$ cat src/rtl/junction_phase_scheduler_pkg.sv
// Shared state encodings and lamp patterns for the junction phase scheduler.
package junction_pkg;

  localparam int STATE_W = 3;

  typedef enum logic [STATE_W-1:0] {
    HW_GREEN  = 3'd0,
    HW_YELLOW = 3'd1,
    RED_A     = 3'd2,
    SR_GREEN  = 3'd3,
    SR_YELLOW = 3'd4,
    RED_B     = 3'd5
  } state_e;

  localparam logic [2:0] LED_GREEN  = 3'b100;
  localparam logic [2:0] LED_YELLOW = 3'b010;
  localparam logic [2:0] LED_RED    = 3'b001;

  function automatic logic [2:0] hw_lamp(input state_e s);
    logic [2:0] led;
    case (s)
      HW_GREEN:  led = LED_GREEN;
      HW_YELLOW: led = LED_YELLOW;
      default:   led = LED_RED;
    endcase
    return led;
  endfunction

  function automatic logic [2:0] sr_lamp(input state_e s);
    logic [2:0] led;
    case (s)
      SR_GREEN:  led = LED_GREEN;
      SR_YELLOW: led = LED_YELLOW;
      default:   led = LED_RED;
    endcase
    return led;
  endfunction

endpackage

$ cat src/rtl/junction_phase_scheduler_phase_timer.sv
// Loadable down-counter; expired flags a strobe arriving while the count sits at zero.
module phase_timer #(
  parameter int               CNT_W   = 8,
  parameter logic [CNT_W-1:0] RST_VAL = {CNT_W{1'b0}}
) (
  input  logic             clk,
  input  logic             rst_n,
  input  logic             load,
  input  logic [CNT_W-1:0] load_val,
  input  logic             tick_en,
  output logic             expired
);

  logic [CNT_W-1:0] count_q;
  logic [CNT_W-1:0] count_d;

  // next count: load wins, otherwise count down on strobes and park at zero
  always_comb begin
    count_d = count_q;
    if (load) begin
      count_d = load_val;
    end else if (tick_en && (count_q != {CNT_W{1'b0}})) begin
      count_d = count_q - CNT_W'(1'b1);
    end else begin
      count_d = count_q;
    end
  end

  // count register
  always_ff @(posedge clk or negedge rst_n) begin
    if (!rst_n) begin
      count_q <= RST_VAL;
    end else begin
      count_q <= count_d;
    end
  end

  assign expired = tick_en & (count_q == {CNT_W{1'b0}});

endmodule

$ cat src/rtl/junction_phase_scheduler.sv
// Two-road junction phase sequencer with registered lamp outputs and a phase-change pulse.
// Optional pedestrian request/walk ports are enabled by defining JUNCTION_PED_REQ_EN.
module junction_phase_scheduler
  import junction_pkg::*;
#(
  parameter int CNT_W        = 8,
  parameter int HW_GREEN_MIN = 20,
  parameter int YELLOW_T     = 4,
  parameter int ALL_RED_T    = 2,
  parameter int SR_GREEN_T   = 10
) (
  input  logic       clk,
  input  logic       rst_n,
  input  logic       tick_en,
  input  logic       sensor,
`ifdef JUNCTION_PED_REQ_EN
  input  logic       ped_req,
  output logic       ped_walk,
`endif
  output logic [2:0] hw_led,
  output logic [2:0] sr_led,
  output logic [2:0] phase,
  output logic       time_out
);

  function automatic bit dur_ok(input int d);
    return (d >= 32'sd1) && (longint'(d) <= (64'sd1 << CNT_W));
  endfunction

  if ((CNT_W < 32'sd1) || (CNT_W > 32'sd30) ||
      !(dur_ok(HW_GREEN_MIN) && dur_ok(YELLOW_T) && dur_ok(ALL_RED_T) && dur_ok(SR_GREEN_T)))
  begin : g_param_err
    $fatal(1, "junction_phase_scheduler: phase duration outside 1..2**CNT_W");
  end

  localparam logic [CNT_W-1:0] HWG_LOAD = CNT_W'(HW_GREEN_MIN - 32'sd1);
  localparam logic [CNT_W-1:0] YEL_LOAD = CNT_W'(YELLOW_T - 32'sd1);
  localparam logic [CNT_W-1:0] RED_LOAD = CNT_W'(ALL_RED_T - 32'sd1);
  localparam logic [CNT_W-1:0] SRG_LOAD = CNT_W'(SR_GREEN_T - 32'sd1);

  function automatic logic [CNT_W-1:0] load_for(input state_e s);
    logic [CNT_W-1:0] v;
    case (s)
      HW_YELLOW, SR_YELLOW: v = YEL_LOAD;
      RED_A, RED_B:         v = RED_LOAD;
      SR_GREEN:             v = SRG_LOAD;
      default:              v = HWG_LOAD;
    endcase
    return v;
  endfunction

  state_e     state_q, state_d;
  logic       req_q, req_d;
  logic [2:0] hw_led_q, hw_led_d;
  logic [2:0] sr_led_q, sr_led_d;
  logic       time_out_q, time_out_d;
  logic       change_s;
  logic       expired_s;
  logic       any_req_s;
  logic       req_window_s;

`ifdef JUNCTION_PED_REQ_EN
  logic ped_walk_q, ped_walk_d;
  assign any_req_s  = sensor | ped_req;
  assign ped_walk_d = (state_d == SR_GREEN);
  assign ped_walk   = ped_walk_q;
`else
  assign any_req_s  = sensor;
`endif

  phase_timer #(
    .CNT_W   (CNT_W),
    .RST_VAL (HWG_LOAD)
  ) u_timer (
    .clk      (clk),
    .rst_n    (rst_n),
    .load     (change_s),
    .load_val (load_for(state_d)),
    .tick_en  (tick_en),
    .expired  (expired_s)
  );

  // next phase; illegal encodings fall back to highway green
  always_comb begin
    state_d = state_q;
    case (state_q)
      HW_GREEN: begin
        if (expired_s && (req_q || any_req_s)) state_d = HW_YELLOW;
        else                                   state_d = state_q;
      end
      HW_YELLOW: begin
        if (expired_s) state_d = RED_A;
        else           state_d = state_q;
      end
      RED_A: begin
        if (expired_s) state_d = SR_GREEN;
        else           state_d = state_q;
      end
      SR_GREEN: begin
        if (expired_s) state_d = SR_YELLOW;
        else           state_d = state_q;
      end
      SR_YELLOW: begin
        if (expired_s) state_d = RED_B;
        else           state_d = state_q;
      end
      RED_B: begin
        if (expired_s) state_d = HW_GREEN;
        else           state_d = state_q;
      end
      default: state_d = HW_GREEN;
    endcase
  end

  assign change_s     = (state_d != state_q);
  assign req_window_s = (state_q == HW_GREEN) || (state_q == HW_YELLOW) ||
                        (state_q == RED_A)    || (state_q == RED_B);

  // request latch: the side-road green it was waiting for consumes it
  always_comb begin
    req_d = req_q;
    if (change_s && (state_d == SR_GREEN)) begin
      req_d = 1'b0;
    end else if (any_req_s && req_window_s) begin
      req_d = 1'b1;
    end else begin
      req_d = req_q;
    end
  end

  // output decode from the next state so lamps switch on the same edge as the phase
  always_comb begin
    hw_led_d   = hw_lamp(state_d);
    sr_led_d   = sr_lamp(state_d);
    time_out_d = change_s;
  end

  // state, request and output registers
  always_ff @(posedge clk or negedge rst_n) begin
    if (!rst_n) begin
      state_q    <= HW_GREEN;
      req_q      <= 1'b0;
      hw_led_q   <= LED_GREEN;
      sr_led_q   <= LED_RED;
      time_out_q <= 1'b0;
    end else begin
      state_q    <= state_d;
      req_q      <= req_d;
      hw_led_q   <= hw_led_d;
      sr_led_q   <= sr_led_d;
      time_out_q <= time_out_d;
    end
  end

`ifdef JUNCTION_PED_REQ_EN
  // walk indication register
  always_ff @(posedge clk or negedge rst_n) begin
    if (!rst_n) begin
      ped_walk_q <= 1'b0;
    end else begin
      ped_walk_q <= ped_walk_d;
    end
  end
`endif

  assign hw_led   = hw_led_q;
  assign sr_led   = sr_led_q;
  assign phase    = state_q;
  assign time_out = time_out_q;

endmodule

$ cat config.mk
export PLATFORM = sky130hd
export DESIGN_NAME = junction_phase_scheduler
export DESIGN_NICKNAME = d
export VERILOG_FILES = /design/src/rtl/junction_phase_scheduler_pkg.sv /design/src/rtl/junction_phase_scheduler_phase_timer.sv /design/src/rtl/junction_phase_scheduler.sv
export SDC_FILE = /design/constraint.sdc
export NUM_CORES = 1
export LEC_CHECK = 0
export ABC_AREA = 1
export BUFFER_PORTS_ARGS = -buffer_cell sky130_fd_sc_hd__buf_2
export CAP_MARGIN = 20
export CORE_UTILIZATION = 59
export DETAILED_ROUTE_END_ITERATION = 16
export PLACE_DENSITY = 0.82
export SYNTH_ARGS = -nofsm -noshare
export SYNTH_HDL_FRONTEND = slang
export SYNTH_HIERARCHICAL = 1
export SYNTH_SLANG_ARGS = --single-unit
$ cat constraint.sdc
create_clock -name clk -period 4.9 [get_ports clk]
set_input_delay 0.735 -clock clk [delete_from_list [all_inputs] [get_ports clk]]
set_output_delay 0.735 -clock clk [all_outputs]
set_load 0.05 [all_outputs]
# After elaboration in Yosys (flattened, before gate mapping)
# Cells that the tools add are included.
# W data, S select, Z words.
[word_totals]
ff_bits = 19
wordCells = 49
out_inout_bits = 10
in_bits = 4
[op_classes]
addsub = 1
n_reduce_logical = 16
n_bitwise = 1
mux = 14
eq_ne = 11
[ops]
columns = ["cell", "n"]
rows = [
  ["$mux W3", 6],
  ["$pmux W3 S6", 1],
  ["$mux W8", 2],
  ["$pmux W5 S3", 1],
  ["$eq A3 B2 Y1 const B", 4],
  ["$eq A3 B3 Y1 const B", 4],
  ["$pmux W3 S2", 2],
  ["$logic_not A8 Y1", 1],
  ["$reduce_bool A8 Y1", 1],
  ["$sub A8 B1 Y8 const B", 1],
  ["$eq A3 B1 Y1 const B", 2],
  ["$logic_not A3 Y1", 2],
  ["$logic_and A1 B1 Y1", 4],
  ["$logic_or A1 B1 Y1", 4],
  ["$reduce_bool A2 Y1", 2],
  ["$reduce_or A2 Y1", 2],
  ["$ne A3 B3 Y1", 1],
  ["$mux W1", 2],
  ["$and A1 B1 Y1", 1],
]

# Logic depth before layout (Yosys ltp)
[depth]
depth_word = 9
ltp_mapped = 15
ltp_nobuf = 15

# Cells and area by module
# Netlist, hierarchy kept.
[by_module_without_submodules]
columns = ["mod", "area_each_um2", "n_inst", "seq_area_each_um2", "cells_each"]
rows = [
  ["phase_timer", 573.0, 1, 203.9, 83],
  ["junction_phase_scheduler", 483.0, 1, 277.8, 56],
]

# Worst setup path after synthesis
# No wires, ideal clock.
[synth_path]
path_kind = "register to register"
start = "register u_timer.count_q[0]"
end = "register u_timer.count_q[2]"
arrival_time_ps = 2126
setup_ps = 118
required_ps = 4782
stages_incl_launch_ff = 14
path_buffers = 0
period_less_slack_ps = 2245
path_slack_ps = 2655
path_cell_list = "dfstp_2 inv_1 ha_1 nand2_2 nor3_1 nand2_2 o21ai_1 inv_1 o21ai_0 inv_1 o21ai_0 nand2_1 nand2_1 o21ai_2"
[synth_between]
elab_chain_len = 7
elab_cells_between_ends = 17
cone_classes = "1 x add/sub; 1 x eq/ne; 9 x mux; 1 x bitwise; 5 x reduce/logical"
[synth_lines]
columns = ["item", "line", "text"]
rows = [
  ["start: declaration", "junction_phase_scheduler_phase_timer.sv:14", "logic [CNT_W-1:0] count_q;"],
  ["start signal: assignment", "junction_phase_scheduler_phase_timer.sv:34", "count_q <= count_d;"],
  ["$logic_not A8 Y1 (*)", "junction_phase_scheduler_phase_timer.sv:38", "assign expired = tick_en & (count_q == {CNT_W{1'b0}});"],
  ["$and A1 B1 Y1 (*)", "junction_phase_scheduler_phase_timer.sv:38", ""],
  ["via expired_s", "junction_phase_scheduler.sv:58", "logic expired_s;"],
  ["$logic_and A1 B1 Y1", "junction_phase_scheduler.sv:88", "if (expired_s && (req_q || any_req_s)) state_d = HW_YELLOW;"],
  ["$mux W3", "junction_phase_scheduler.sv:88", ""],
  ["$pmux W3 S6 (*)", "junction_phase_scheduler.sv:86", "case (state_q)"],
  ["$ne A3 B3 Y1 (*)", "junction_phase_scheduler.sv:115", "assign change_s = (state_d != state_q);"],
  ["via change_s", "junction_phase_scheduler.sv:57", "logic change_s;"],
  ["$mux W8 or $reduce_bool A2 Y1 (tied branches)", "n/a", ""],
]
# The timed path passes the listed nets; every way through them passes the cells marked *. The select of a mux whose other input is x is not followed.
# A chain may end at the register's enable or synchronous reset.

# Final worst setup path
# Ends and elaborated chain as after synthesis.

==> run_results.csv <==
group,metric,value,unit
global_routing,grt_pass1_vias,840,
timing,post-route-period-util,0.5343,
global_routing,track_usage,0.2377,
timing,final_hold_viol_count,0,
die,fp.dieH,44.31,microns
die,die_w,44.31,microns
worst_setup_path,timing.rr.start,"u_timer/count_q[0]",
clock_network,cts_resized,0,
finish,fin_area,1192,sq um
timing,timing.fmax,382.0,MHz
timing,period_needed,2.618,ns
run,cap_violations,0,
worst_setup_path,cp_top_family,"simple AND/OR/NAND/NOR gates",
synth,ys_ff_latch,19,
synth,syn-cell-area,1056,sq um
worst_setup_path,path_cells,"inv_1, ha_1, nand2_2, nor3_1, nand2_2, o21ai_1, inv_1, o21ai_0, buf_4, inv_1, o21ai_0, nand2_1, nand2_1, o21ai_2",
clock_network,numClockSinks,19,
die,core,1594,sq um
finish,fill_cells,118,
timing,holdWs,0.3432,ns
worst_setup_path,critPathBufInv,4,
worst_setup_path,cp_max_fo,13,
global_routing,grt_antenna_before_repair,0,
route,wl_per_cell,10.92,microns
finish,post-route-util,0.7480,
worst_setup_path,rrSetupSlack,2.28,ns
worst_setup_path,reg2regPathDepth,14,
route,wirelength,1999,microns
worst_setup_path,worstPathArrival,2.81,ns
die,start_util,0.6625,
finish,area_growth,12.91,%
clock_network,holdBufCountCts,0,
worst_setup_path,crit_slowest_cell,"nor3_1",
timing,maxSlewViolCount,0,
clock_network,post_cts_buffers,0,
clock_network,clock_path_buffers,2,
die,dieArea,1963,sq um
finish,final_net_count,165,
clock_network,clk_pin_slew,0.11,ns
place,io_buffers,13,
pwr,p_per_area,654.3,nW/um^2
route,drt_iter0_drc,52,
clock_network,cts_max_level,1,
synth,ys_seq_area_frac,0.4562,
global_routing,grt_max_degree,20,
place,hpwl,1534,microns
worst_hold_path,hp-class,"input port to async pin",
finish,num_antenna_cells,0,
clock_network,cts_tree,"built",
worst_setup_path,critPathKind,"register to register",
timing,setup_tns,0,ns
run_status,outcome,"finished, final reports clean",
route,route.detailed.drc,0,
pwr,leakagePower,0.6316,nW
worst_setup_path,startpoint_type,"register",
place,place.gp.congestion,0.8949,
pwr,power,0.7802,mW
route,firstDrtPassIters,4,
timing,setup_viol,0,
route,vias_per_cell,5.087,
worst_setup_path,cp.required,5.09,ns
worst_setup_path,worst_path_largest_cell_delay,0.54,ns
die,rows,14,
clock_network,cts_buffers,3,
die,io_pins,14,
finish,mostFrequentLayoutCell,"nand2_1",
route,ant_nets,0,
finish,drive_gt1_frac,0.2516,
worst_setup_path,end_kind,"register",
finish,final_cell_mix,"nand2_1 (40), nand3_1 (16), inv_1 (14), dfrtp_1 (14)",
place,dpl-instance-area,1165,sq um
synth,synth_cell_types,23,
timing,rsz0062_at_grt,"false",
timing,clock_skew,0.008180,ns
global_routing,overflow,0,
worst_setup_path,reg2reg_to,"u_timer/count_q[2]",
global_routing,grt_pass1_wl,3422,microns
timing,slew_headroom,0.5812,
finish,regArea,481.7,sq um
worst_setup_path,path_common_cell,"inv_1",
timing,tightest_slew,0.6234,ns
pwr,vdd_drop_max,0.0004750,V
clock_network,cts-root-buf,"clkbuf_4",
synth,avgSynthCellArea,7.597,sq um
clock_network,insertion_delay,0.30,ns
route,vias,931,
finish,multiInputGateArea,513.0,sq um
synth,synth_cells,139,
synth,synth-warning-count,6,
[sequential cells by signal (all words and copies together) (netlist names)]
name / flops
u_timer/count_q: 8
hw_led: 3
phase: 3
sr_led: 3
req_q: 1
time_out: 1
[through the flow]
step / cells / setup slack (ns)
2_1_floorplan: 142 / 2.655
3_3_place_gp: 179 / 2.408
3_5_place_dp: 179 / 2.325
4_1_cts: 183 / 2.303
5_1_grt: 183 / 2.084
6_report: 183 / 2.282
[final cells by class]
type | count | share of cell area
timing repair buffer | 14 | 0.06086
sequential | 19 | 0.4040
inverter | 18 | 0.05666
tap | 24 | 0.02518
clock inverter | 1 | 0.004197
clock buffer | 3 | 0.01889
multi-input combinational | 104 | 0.4302
[worst max path at each step]
stage                     cells past startpoint          startpoint                 end  slack (ns)
after floorplan                              13  u_timer/count_q[0]  u_timer/count_q[2]        2.66
after global placement                       13             tick_en  u_timer/count_q[2]        2.41
after detailed placement                     13             tick_en  u_timer/count_q[2]        2.32
after CTS                                    14  u_timer/count_q[0]  u_timer/count_q[2]        2.30
after global routing                         14  u_timer/count_q[0]  u_timer/count_q[2]        2.08
final                                        14  u_timer/count_q[0]  u_timer/count_q[2]        2.28
[cell families (layout without fill, tap and decap cells)]
| family | Yosys count | count (layout) | share of synthesized area |
|---|---|---|---|
| simple gates | 83 | 83 | 0.3507 |
| compound gates | 13 | 13 | 0.08885 |
| buf+inv | 19 | 36 | 0.06871 |
| flops | 19 | 19 | 0.4562 |
| other cells | 2 | 5 | 0.007112 |
| fa+ha+maj | 1 | 1 | 0.01185 |
| xor+xnor | 2 | 2 | 0.01659 |
[cells in the mapped netlist]
master	count	area [sq um]
dfstp_2	5	131.4
xnor2_1	1	8.760
ha_1	1	12.51
nand2_4	1	11.26
nand2_2	6	37.54
buf_2	1	5.000
o21ai_1	1	5.000
o21ai_4	1	16.27
xor2_1	1	8.760
o21ai_2	4	35.03
conb_1	2	7.510
nand3_1	16	80.08
nand4_1	5	31.28
nor2_1	13	48.80
dfrtp_1	14	350.3
nor2_2	1	6.260
inv_2	4	15.01
a21oi_1	1	5.000
o21a_1	1	7.510
nand2_1	40	150.1
inv_1	14	52.55
nor3_1	1	5.000
o21ai_0	5	25.02
[layer usage]
metal | up-vias | GRT usage | routed length [microns]
met1 | 419 | 0.3298 | 910
met5 | - | 0 | 0
met4 | 0 | 0.09091 | 20
met3 | 4 | 0.02449 | 123
li1 | 477 | - | -
met2 | 31 | 0.3853 | 944
[power breakdown]
group / total (mW) / switching [mW] / internal (mW)
combinational: 0.421 / 0.299 / 0.122
sequential: 0.280 / 0.0503 / 0.229
clock: 0.0793 / 0.0489 / 0.0304
[worst register-to-register path, cell delays in order, from the launching register on]
cell	delay [ns]
dfstp_2	0.38
inv_1	0.15
ha_1	0.28
nand2_2	0.12
nor3_1	0.54
nand2_2	0.15
o21ai_1	0.11
inv_1	0.06
o21ai_0	0.07
buf_4	0.20
inv_1	0.16
o21ai_0	0.11
nand2_1	0.07
nand2_1	0.07
o21ai_2	0.05
Note: power is estimated with default switching activity, not from simulation.
